$ cat config.mk
export PLATFORM = sky130hd
export DESIGN_NAME = maxpool_2x2_unit_flat
export DESIGN_NICKNAME = d
export VERILOG_FILES = /design/src/rtl/pe_pkg.sv /design/src/rtl/maxpool_2x2_unit_if.sv /design/src/rtl/maxpool_2x2_unit_smax_cmp.sv /design/src/rtl/maxpool_2x2_unit.sv /design/src/flat_wrapper.sv
export SDC_FILE = /design/constraint.sdc
export NUM_CORES = 1
export LEC_CHECK = 0
export ABC_AREA = 0
export CELL_PAD_IN_SITES_DETAIL_PLACEMENT = 0
export CELL_PAD_IN_SITES_GLOBAL_PLACEMENT = 1
export CORE_UTILIZATION = 39
export CTS_CLUSTER_SIZE = 8
export DETAILED_ROUTE_END_ITERATION = 8
export PLACE_DENSITY = 0.88
export SETUP_SLACK_MARGIN = 0.2
export SYNTH_ARGS = -nofsm -noshare
export SYNTH_HDL_FRONTEND = slang
export SYNTH_HIERARCHICAL = 1
export SYNTH_SLANG_ARGS = --single-unit
$ cat constraint.sdc
create_clock -name clk -period 3.95 [get_ports clk]
set_clock_uncertainty 0.15 [all_clocks]
set_input_delay 0.79 -clock clk [delete_from_list [all_inputs] [get_ports clk]]
set_output_delay 0.79 -clock clk [all_outputs]
set_load 0.1 [all_outputs]
$ cat src/rtl/pe_pkg.sv
// Shared types and sizing helpers for the pooling and conv processing elements.
package pe_pkg;

    localparam int DATA_W_DEF = 16;

    typedef enum logic [2:0] {
        ST_IDLE,
        ST_RD,
        ST_DRAIN,
        ST_WR,
        ST_DONE
    } state_t;

    function automatic int win_count(input int in_dim);
        return (in_dim / 2) * (in_dim / 2);
    endfunction

    // Counter width that stays legal when only one index value exists.
    function automatic int idx_w(input int n);
        return (n > 1) ? $clog2(n) : 1;
    endfunction

endpackage

$ cat src/rtl/maxpool_2x2_unit_if.sv
// Read port to the conv result buffer and write port to the pool buffer.
interface maxpool_2x2_unit_if #(
    parameter int DATA_W  = 16,
    parameter int ADDR_W  = 4,
    parameter int OADDR_W = 2
) ();

    logic                      rd_en;
    logic [ADDR_W-1:0]         rd_addr;
    logic signed [DATA_W-1:0]  rd_data;
    logic                      wr_en;
    logic [OADDR_W-1:0]        wr_addr;
    logic signed [DATA_W-1:0]  wr_data;

    modport master (
        output rd_en,
        output rd_addr,
        input  rd_data,
        output wr_en,
        output wr_addr,
        output wr_data
    );

    modport slave (
        input  rd_en,
        input  rd_addr,
        output rd_data,
        input  wr_en,
        input  wr_addr,
        input  wr_data
    );

endinterface

$ cat src/rtl/maxpool_2x2_unit_smax_cmp.sv
// Combinational signed two-input max; ties keep the current operand b.
module smax_cmp #(
    parameter int DATA_W = 16
) (
    input  logic signed [DATA_W-1:0] a,
    input  logic signed [DATA_W-1:0] b,
    output logic signed [DATA_W-1:0] y
);

    assign y = (a > b) ? a : b;

endmodule

$ cat src/rtl/maxpool_2x2_unit.sv
// Stride-2 2x2 max pooling over a square signed map held in the conv buffer.
module maxpool_2x2_unit
    import pe_pkg::*;
#(
    parameter int DATA_W  = DATA_W_DEF,
    parameter int IN_DIM  = 4,
    parameter int ADDR_W  = 4,
    parameter int OADDR_W = 2
) (
    input  logic clk,
    input  logic rst,
    maxpool_2x2_unit_if.master bus,
    output logic busy,
    output logic done
);

    localparam int HALF = IN_DIM / 2;
    localparam int CW   = idx_w(HALF);
    localparam logic [CW-1:0] LAST = CW'(HALF - 1);

    state_t state_q, state_d;

    logic [CW-1:0] i_q, i_d;
    logic [CW-1:0] j_q, j_d;
    logic [1:0]    k_q, k_d;

    logic signed [DATA_W-1:0] max_q, max_d, max_cmp;

    logic                     rd_en_c;
    logic [ADDR_W-1:0]        rd_addr_c;
    logic                     wr_en_c;
    logic [OADDR_W-1:0]       wr_addr_c;
    logic signed [DATA_W-1:0] wr_data_c;
    logic                     busy_c;
    logic                     done_c;

    smax_cmp #(
        .DATA_W(DATA_W)
    ) u_cmp (
        .a(bus.rd_data),
        .b(max_q),
        .y(max_cmp)
    );

    always_ff @(posedge clk) begin
        if (rst) begin
            state_q <= ST_IDLE;
            i_q     <= '0;
            j_q     <= '0;
            k_q     <= '0;
            max_q   <= '0;
        end else begin
            state_q <= state_d;
            i_q     <= i_d;
            j_q     <= j_d;
            k_q     <= k_d;
            max_q   <= max_d;
        end
    end

    always_comb begin
        state_d = state_q;
        i_d     = i_q;
        j_d     = j_q;
        k_d     = k_q;
        max_d   = max_q;
        unique case (state_q)
            ST_IDLE: begin
                k_d     = '0;
                state_d = ST_RD;
            end
            ST_RD: begin
                // rd_data carries the reply to the previous cycle's read.
                if (k_q == 2'd1) begin
                    max_d = bus.rd_data;
                end else if (k_q != 2'd0) begin
                    max_d = max_cmp;
                end
                if (k_q == 2'd3) begin
                    k_d     = '0;
                    state_d = ST_DRAIN;
                end else begin
                    k_d = k_q + 2'd1;
                end
            end
            ST_DRAIN: begin
                max_d   = max_cmp;
                state_d = ST_WR;
            end
            ST_WR: begin
                if (j_q == LAST) begin
                    j_d = '0;
                    if (i_q == LAST) begin
                        i_d     = '0;
                        state_d = ST_DONE;
                    end else begin
                        i_d     = i_q + CW'(1);
                        state_d = ST_RD;
                    end
                end else begin
                    j_d     = j_q + CW'(1);
                    state_d = ST_RD;
                end
            end
            ST_DONE: begin
                state_d = ST_DONE;
            end
            default: begin
                state_d = ST_IDLE;
            end
        endcase
    end

    always_comb begin
        rd_en_c   = 1'b0;
        rd_addr_c = '0;
        wr_en_c   = 1'b0;
        wr_addr_c = '0;
        wr_data_c = '0;
        busy_c    = 1'b0;
        done_c    = 1'b0;
        unique case (1'b1)
            (state_q == ST_RD): begin
                rd_en_c   = 1'b1;
                busy_c    = 1'b1;
                // Row 2i+k[1], column 2j+k[0], row-major.
                rd_addr_c = ADDR_W'(int'({i_q, k_q[1]}) * IN_DIM
                                    + int'({j_q, k_q[0]}));
            end
            (state_q == ST_DRAIN): begin
                busy_c = 1'b1;
            end
            (state_q == ST_WR): begin
                wr_en_c   = 1'b1;
                busy_c    = 1'b1;
                wr_addr_c = OADDR_W'(int'(i_q) * HALF + int'(j_q));
                wr_data_c = max_q;
            end
            (state_q == ST_DONE): begin
                done_c = 1'b1;
            end
            default: begin
                done_c = 1'b0;
            end
        endcase
    end

    assign bus.rd_en   = rd_en_c;
    assign bus.rd_addr = rd_addr_c;
    assign bus.wr_en   = wr_en_c;
    assign bus.wr_addr = wr_addr_c;
    assign bus.wr_data = wr_data_c;
    assign busy        = busy_c;
    assign done        = done_c;

endmodule

$ cat src/flat_wrapper.sv
// flat-port wrapper written by rule: the top's interface ports become plain ports
module maxpool_2x2_unit_flat import pe_pkg::*;
#(
    parameter int DATA_W  = DATA_W_DEF,
    parameter int IN_DIM  = 4,
    parameter int ADDR_W  = 4,
    parameter int OADDR_W = 2
)
  (clk, rst, busy, done, bus_rd_en, bus_rd_addr, bus_rd_data, bus_wr_en, bus_wr_addr, bus_wr_data);
  maxpool_2x2_unit_if #(.DATA_W(DATA_W), .ADDR_W(ADDR_W), .OADDR_W(OADDR_W)) bus_i ();
  input  logic clk;
  input  logic rst;
  output logic busy;
  output logic done;
  output wire logic [$bits(bus_i.rd_en)-1:0] bus_rd_en;
  output wire logic [$bits(bus_i.rd_addr)-1:0] bus_rd_addr;
  input wire logic [$bits(bus_i.rd_data)-1:0] bus_rd_data;
  output wire logic [$bits(bus_i.wr_en)-1:0] bus_wr_en;
  output wire logic [$bits(bus_i.wr_addr)-1:0] bus_wr_addr;
  output wire logic [$bits(bus_i.wr_data)-1:0] bus_wr_data;
  assign bus_rd_en = bus_i.rd_en;
  assign bus_rd_addr = bus_i.rd_addr;
  assign bus_i.rd_data = bus_rd_data;
  assign bus_wr_en = bus_i.wr_en;
  assign bus_wr_addr = bus_i.wr_addr;
  assign bus_wr_data = bus_i.wr_data;
  maxpool_2x2_unit #(.DATA_W(DATA_W), .IN_DIM(IN_DIM), .ADDR_W(ADDR_W), .OADDR_W(OADDR_W)) u_core (.clk(clk), .rst(rst), .bus(bus_i), .busy(busy), .done(done));
endmodule
==> impl.org, run 1 <==
** Outcome
- Outcome :: complete, no violations

** Timing
- The worst pin sits at a relative slew slack of 0.241.
- Post-layout minimum cycle time :: around 3.7 ns
- Final Hold Vio Count :: 0
- In the finished design, the share of the clock period the worst path needs comes to 0.930.
- Timing would allow up to between 200 and 300 MHz.
- Transition at the pin with the smallest max-transition slack :: ~1.1 ns
- Setup repair after global routing left no endpoint under its margin.
- The number of max-slew violations in the final report was 0.
- Setup-violating endpoint count in the final report :: 0

** Synthesis
- Number of cells produced by synthesis :: 240
- Per-instance average area after synthesis :: approximately 8.9 µm²
- In this run, distinct cell masters in the synthesized netlist total 42.
- The share of the Yosys chip area taken by registers is 0.217.
- The Yosys step of the flow raised 6 warnings.
- Synthesis produced a netlist with a net count of 277.
- Count of state elements after synthesis :: 23
- Post-synth design cell area :: between 2000 and 2500 µm²

** Detailed routing
- Remaining antenna violation count after routing :: 0
- Drt drc :: 0
- Routed wire length per instance :: 15.1 µm
- The final layout contains routed wiring with a total length of roughly 5.4 mm.
- The pre-antenna-repair detailed-routing pass consisted of 4 iterations.
- Violation count after the first detailed-route iteration :: ~80
- Routed vias/inst :: ~5.5
- The final route contains approximately 2,000 vias.

** CTS
- Setup Fix Bufs, Post-CTS :: 0
- In this run the number of H-tree levels came out at 1.
- After clock tree synthesis, the flow added hold-fix buffers numbering 0.
- Clock-pin slew was measured on the worst setup and hold paths at about 0.090 ns.
- TritonCTS built the clock tree.
- Clock insertion delay at the later pin of the skew report :: about 0.27 ns
- Total clock sinks :: 23
- Number of clock buffers inserted by TritonCTS :: 3
- CTS root buffer :: sky130_fd_sc_hd__clkbuf_8
- Max clock buf depth :: 2

** Critical path
- Data required time of the critical path :: 3.91 ns
- Worst endpoint data arrival time :: around 3.6 ns
- The endpoint identified for the worst register-to-register timing path is u_core/max_q[14].
- Of all nets on the critical path, the largest fanout is 5.
- Critical path start-end classification :: in2reg
- Crit path capture type :: flop
- Counting cells, the worst reg-to-reg path comes to 11.
- Kind of start point of the critical path :: primary input
- The worst register-to-register path begins at u_core/max_q[11].
- Setup slack of the worst register-to-register path :: 0.60 ns

** GRT
- Largest net degree at the start of global routing :: 24
- The first global-routing pass estimated 8.59 mm of wire.
- Global routing finished with a remaining overflow of 0.
- Across every metal layer, demand over resource in global routing totals 0.199.
- The number of global-route vias before repair came to ~1,800.
- The number of antenna violations at the first check in global routing came to 0.

** Finish
- Fraction of final layout cells with drive strength greater than 1 :: 0.343
- The filler cells instantiated in the layout total around 500.
- Area of combinational cells with multiple inputs :: roughly 1500 µm²
- Final core utilization :: 0.527
- From synthesis to final layout, the design area changed by 28.2%.
- Antenna diode count :: 0
- For this run, the post-layout net count is about 320.
- Sequential cell area :: 460 µm²

** Hold path
- In this run the worst hold path is classified as reg2reg.
- In this run the most critical hold path is launched from u_core/k_q[1].
- Worst Hold End :: u_core/k_q[1]
- The worst hold path passes through 2 cells.

** Placement
- The count of buffers added on input and output ports is 43.
- Detail Placement HPWL :: approximately 3.6 mm
- Final GP Congestion :: a little under 0.8

** Pwr
- Max IR drop VDD :: roughly 0.14 mV
- In this run the static leakage power is 1.09 nW.
- Power density of the placed cells :: approximately 250 nW/µm²
- The completed layout was analyzed and its total power is between 0.0006 and 0.0007 W.

** Flow run
- The tool flagged a number of max-cap violations equal to 0.

** Floorplanning
- The die covers 5750 µm².
- Vert. Die Dim :: roughly 76 µm
- Top-Level Pins :: between 40 and 50
- Row generation in the floorplan step produced 26 rows.
- The initial utilization of the core area, before any placement, comes to 0.411.
- Core area :: between 5000 and 6000 µm²
- Floorplan die width :: 75.8 µm
-- logic make-up (layout without fill, tap and decap cells) --
family / Yosys count / after routing / synth area share
adders and majority gates: 19 / 19 / 0.112
and+or+nand+nor: 87 / 87 / 0.251
xor gates and xnor gates: 2 / 2 / 0.00825
muxes: 18 / 18 / 0.118
DFF: 23 / 23 / 0.217
buffers and inverters: 41 / 87 / 0.108
AOI/OAI and AO/OA: 50 / 50 / 0.186
-- worst max-delay path by stage --
stage                           start          endpoint  slack, ns  depth (start not counted)
floorplan           u_core/state_q[0]    bus_rd_addr[0]       0.25                          3
global placement      bus_rd_data[11]   u_core/max_q[3]      -0.15                         11
detailed placement    bus_rd_data[13]   u_core/max_q[7]      -0.21                         11
CTS                   bus_rd_data[12]   u_core/max_q[1]       0.25                         11
global route          bus_rd_data[11]  u_core/max_q[12]       0.20                         11
finish                bus_rd_data[11]  u_core/max_q[14]       0.28                         11
-- state kept, by name, summed over array words and instances (netlist names) --
| signal | cells |
|---|---|
| u_core/i_q | 1 |
| u_core/j_q | 1 |
| u_core/k_q | 2 |
| u_core/max_q | 16 |
| u_core/state_q | 3 |
-- synth_stat cells (all sizes together) --
master | n | area share
o21ai | 19 | 0.045
or4 | 2 | 0.011
a311oi | 17 | 0.10
nand2b | 1 | 0.0029
buf | 14 | 0.061
ha | 19 | 0.11
or2 | 1 | 0.0029
mux2 | 16 | 0.10
and2 | 22 | 0.065
o21ba | 1 | 0.0047
a21boi | 1 | 0.0035
o21bai | 2 | 0.0071
nor2 | 6 | 0.011
inv | 23 | 0.041
nand2 | 6 | 0.011
clkbuf | 4 | 0.0071
nor3b | 4 | 0.019
nor3 | 16 | 0.038
and3b | 1 | 0.0041
nand4 | 1 | 0.0029
a211oi | 2 | 0.0071
nand4b | 1 | 0.0041
mux2i | 2 | 0.015
xnor2 | 1 | 0.0041
xor2 | 1 | 0.0041
nor2b | 1 | 0.0065
nand3 | 20 | 0.049
nor4b | 1 | 0.011
nor4 | 2 | 0.0059
a21oi | 8 | 0.019
dfxtp | 23 | 0.22
nand3b | 1 | 0.0035
and2b | 1 | 0.0041
-- stage by stage --
step | std cells | area, µm² | TNS [ns] | hold slack, ns | setup WS, ns
2_1_floorplan | 240 | 2130 | 0 | 0.324 | 0.254
3_3_place_gp | 351 | 2570 | -1.92 | 0.345 | -0.146
3_5_place_dp | 351 | 2570 | -2.87 | 0.349 | -0.213
4_1_cts | 356 | 2720 | 0 | 0.362 | 0.246
5_1_grt | 356 | 2720 | 0 | 0.413 | 0.201
6_report | 356 | 2720 | 0 | 0.369 | 0.278
-- worst max-delay path, cell delays in order --
cell                            delay, ns
sky130_fd_sc_hd__dlygate4sd2_1       0.25
sky130_fd_sc_hd__ha_1                0.29
sky130_fd_sc_hd__nand2_1             0.07
sky130_fd_sc_hd__or4_4               0.53
sky130_fd_sc_hd__or4_4               0.56
sky130_fd_sc_hd__nand3_4             0.11
sky130_fd_sc_hd__mux2i_4             0.32
sky130_fd_sc_hd__clkbuf_16           0.21
sky130_fd_sc_hd__mux2_4              0.29
sky130_fd_sc_hd__o21ai_0             0.09
sky130_fd_sc_hd__a311oi_2            0.11
-- where the power goes --
part           switching, W  internal (W)  leakage [nW]
clock             0.0000877     0.0000708        0.0255
sequential        0.0000156      0.000245         0.188
combinational      0.000130      0.000140         0.876
-- timing repair --
action / CTS / global route
setup endpoints to repair: 16 / 16
resized for setup: 31 / 6
pin swaps: 9 / 4
cloned: 1 / 0
-- cells in the final DEF, fill, tap and decap left out, drive strengths merged, types with 4 or more instances in the layout --
cell type,count
dfxtp,23
nand3,20
dlygate4sd2,7
and2,22
clkbuf,4
nor3b,4
nor3,16
nand2,6
ha,19
clkdlybuf4s50,9
inv,23
buf,42
a21oi,8
mux2,16
a311oi,17
o21ai,19
nor2,6
-- metal layers --
metal / up-vias / part of all wire / global-route usage
met1: 929 / 0.43 / 0.252
met2: 59 / 0.50 / 0.343
met5: - / 0 / 0
met4: 0 / 0.016 / 0.0802
li1: 956 / - / -
met3: 9 / 0.053 / 0.0212
-- cell type report --
type	instances	area share
Clock inverter	1	0.00184
Multi-Input combinational cell	176	0.559
Inverter	23	0.0317
Clock buffer	3	0.0152
Timing Repair Buffer	60	0.191
Tap cell	70	0.0322
Sequential cell	23	0.169
Power figures use the tool's default switching activity.
==> run 2, diff against run 1 <==
- CTS_CLUSTER_SIZE: 8 -> unset
- REMOVE_ABC_BUFFERS: unset -> 1
- clock period: 3.95 -> 4 ns (I/O delays scaled with it)
==> run 2 against run 1 <==
  * Sequential power is 2% lower
  * Final area is 0.92% higher
  * Power is 0.62% lower
  * Global-route usage is 0.21 points lower
  * Flip-flop and latch count stayed put
  * Clock-buffer cell count is 1 higher
  * Largest power group unchanged
  * Highest routed layer unchanged
==> impl.org, run 2 (synthesis gave the netlist of run 1 again) <==
** Critical path
- Kind of start point of the critical path :: primary input
- Of all nets on the critical path, the largest fanout is 5.
- The most critical setup path has its startpoint at bus_rd_data[11].
- Data required time of the critical path :: 3.96 ns
- The worst setup path is captured at a flop.
- R2R Path Start :: u_core/max_q[11]
- The worst setup path is of the in2reg kind.
- Data arrives at the worst endpoint at around 3.7 ns.

** CTS
- Clock tree from TritonCTS :: done
- Number of clock buffers inserted by TritonCTS :: 3
- H-tree level count :: 1
- The cell sitting at the root of the clock tree is a sky130_fd_sc_hd__clkbuf_8.
- Total clock sinks :: 23
- At the later pin of the worst-skew pair, clock insertion delay measures ~0.27 ns.
- Max clock buf depth :: 2
- After clock tree synthesis, the clock-pin slew on the worst setup and hold paths is about 0.09 ns.

** Detailed routing
- Violation count after the first detailed-route iteration :: about 100
- Routed wire length per instance :: ~15 µm
- Remaining antenna violation count after routing :: 0
- Routed vias/inst :: ~5.5
- Total Wirelength :: about 5.3 mm
- Drt drc :: 0
- Before antenna repair, the detailed router went through 4 iterations.
- Total via count after detailed routing :: between 1,500 and 2,000

** Pwr
- IR analysis of the VDD net gives a maximum drop of between 0.1 and 0.15 mV.
- Overall power consumption after layout is estimated at about 0.00069 W.
- The internal portion of the total power is around 0.00046 W.
- Reg power frac :: 0.376
- In this run the power density over the cells is roughly 250 nW/µm².
- Of the total power, the share spent switching nets is 0.331.
- The analysis attributes to cell leakage a power of between 1 and 1.5 nW.
- P_sw :: ~0.00023 W
- Clock network fraction of design power :: 0.223
- Of the total power, combinational logic draws 0.401.

** Placement
- IO Port Bufs :: 43
- Once detailed placement completed, the half-perimeter wirelength came to around 3.4 mm.
- Pre-CTS WS :: -0.179 ns
- Routability-driven placement finished with a final weighted congestion of slightly below 0.8.

** GRT
- The number of global-route vias before repair came to 1,817.
- Total global routing track utilization :: 0.197
- First-pass GRT wire length :: 8.58 mm
- Grt ovf :: 0
- Initial antenna violation count :: 0
- Largest net degree at the start of global routing :: 24

** Timing
- The final number of hold-violating endpoints came to 0.
- Setup repair after global routing left no endpoint under its margin.
- Of the available clock period, the critical path in the final layout requires 0.924.
- For the pin with the worst max-slew slack, the measured transition is about 1.2 ns.
- The worst path needs 3.70 ns of the cycle, external delays included.
- Worst slew margin :: 0.216
- In the post-route analysis, the smallest setup slack over all paths is 0.303 ns.
- Timing would allow up to 270 MHz.
- Setup-violating endpoint count in the final report :: 0
- Minimum hold slack :: between 0.3 and 0.4 ns
- Slew Limit Fails :: 0

** Finish
- In the final layout, flip-flops and latches occupy 460 µm².
- Top register by number of flip-flops :: u_core/max_q
- The library cell used most frequently in the layout, excluding fill and tap cells, is sky130_fd_sc_hd__buf_4.
- After filler insertion, the fill cell instance count of the layout stands at 500.
- Number of nets at the end of the flow :: ~330
- The area growth from synthesis to layout is 29.4%.
- In the final layout, the share of cells above drive strength 1 is 0.334.
- The register with the most flip-flops in the layout has 16 of them.
- Area of combinational cells with multiple inputs :: around 1500 µm²
- The number of antenna diodes in the final layout is 0.
- Leaving out fill and tap cells, the most frequent cells in the layout are sky130_fd_sc_hd__buf_4 (40), sky130_fd_sc_hd__dfxtp_1 (23), sky130_fd_sc_hd__inv_1 (22), sky130_fd_sc_hd__and2_1 (22), sky130_fd_sc_hd__nand3_1 (19).
- Registers with the most flip-flops :: u_core/max_q: 16 flops, u_core/state_q: 3 flops, u_core/k_q: 2 flops

** Outcome
- Outcome :: complete, no violations

** Flow run
- Max-cap viol count :: 0

** Floorplanning
- The floorplan step set the die width to 75.8 µm.
- After floorplanning, the core was divided into 26 placement rows.
- For this configuration, the core starts out at a cell density of 0.411.
- In this run the vertical extent of the chip is approximately 76 µm.
- The floorplan step defined a die boundary enclosing 5750 µm².
- Top-Level Pins :: 44
- Core area :: roughly 5200 µm²

** Hold path
- In this run the most critical hold path is launched from u_core/k_q[1].
- Worst min path class :: reg2reg
==> run 2: path summary, 6_finish.rpt <==
| path | cells past startpoint | endpoint | slack [ns] |
|---|---|---|---|
| worst max-delay path | 12 | u_core/max_q[4] | 0.30 |
| worst min-delay path | 2 | u_core/k_q[1] | 0.37 |
| worst max register to register | 12 | u_core/max_q[4] | 0.66 |
| worst min register to register | 2 | u_core/k_q[1] | 0.37 |
==> run 2: critical path, stage by stage <==
cell	delay, ns
sky130_fd_sc_hd__dlygate4sd2_1	0.26
sky130_fd_sc_hd__ha_1	0.30
sky130_fd_sc_hd__nand2_1	0.08
sky130_fd_sc_hd__or4_4	0.54
sky130_fd_sc_hd__or4_4	0.56
sky130_fd_sc_hd__nand3_4	0.10
sky130_fd_sc_hd__mux2i_4	0.26
sky130_fd_sc_hd__buf_6	0.14
sky130_fd_sc_hd__buf_12	0.11
sky130_fd_sc_hd__mux2_2	0.34
sky130_fd_sc_hd__o21ai_2	0.07
sky130_fd_sc_hd__a311oi_2	0.10
==> run 2: power groups by stage <==
stage	Combinational, W	Clock, W	Sequential, W
4_1_cts	0.000266	0.000156	0.000257
2_1_floorplan	0.000160	0	0.000258
5_1_grt	0.000301	0.000160	0.000260
6_report	0.000275	0.000153	0.000257
3_3_place_gp	0.000232	0	0.000262
3_5_place_dp	0.000236	0	0.000262
==> run 2: cell type report <==
type	instances	share of cell area
multi-input cells	176	0.554
repair buffers	61	0.198
clock buffers	4	0.0164
flip-flops and latches	23	0.168
well taps	70	0.0319
inverters	23	0.0314
==> run 2: routing by layer <==
| metal | GRT usage | wire length [µm] | share of wire |
|---|---|---|---|
| met5 | 0 | 0 | 0 |
| met4 | 0.0761 | 64 | 0.012 |
| met3 | 0.0304 | 331 | 0.062 |
| met2 | 0.326 | 2500 | 0.47 |
| met1 | 0.255 | 2420 | 0.46 |
==> run 2: stage by stage <==
| stage | util | instance area, µm² | TNS (ns) | std cells |
|---|---|---|---|---|
| CTS | 0.522 | 2700 | 0 | 357 |
| global route | 0.531 | 2750 | 0 | 357 |
| finish | 0.531 | 2750 | 0 | 357 |
| floorplan | - | 1980 | -3.48 | 222 |
| detailed placement | 0.495 | 2560 | -2.09 | 350 |
| global placement | 0.495 | 2560 | -1.46 | 350 |
==> run 2: timing repair <==
| action | in CTS | in global routing |
|---|---|---|
| pin swaps | 4 | 5 |
| hold buffers | 0 | 0 |
| setup endpoints to repair | 14 | 16 |
| buffers inserted | 2 | 0 |
| resized for setup | 23 | 10 |
| gates cloned | 1 | 0 |
| hold endpoints to repair | 0 | 0 |
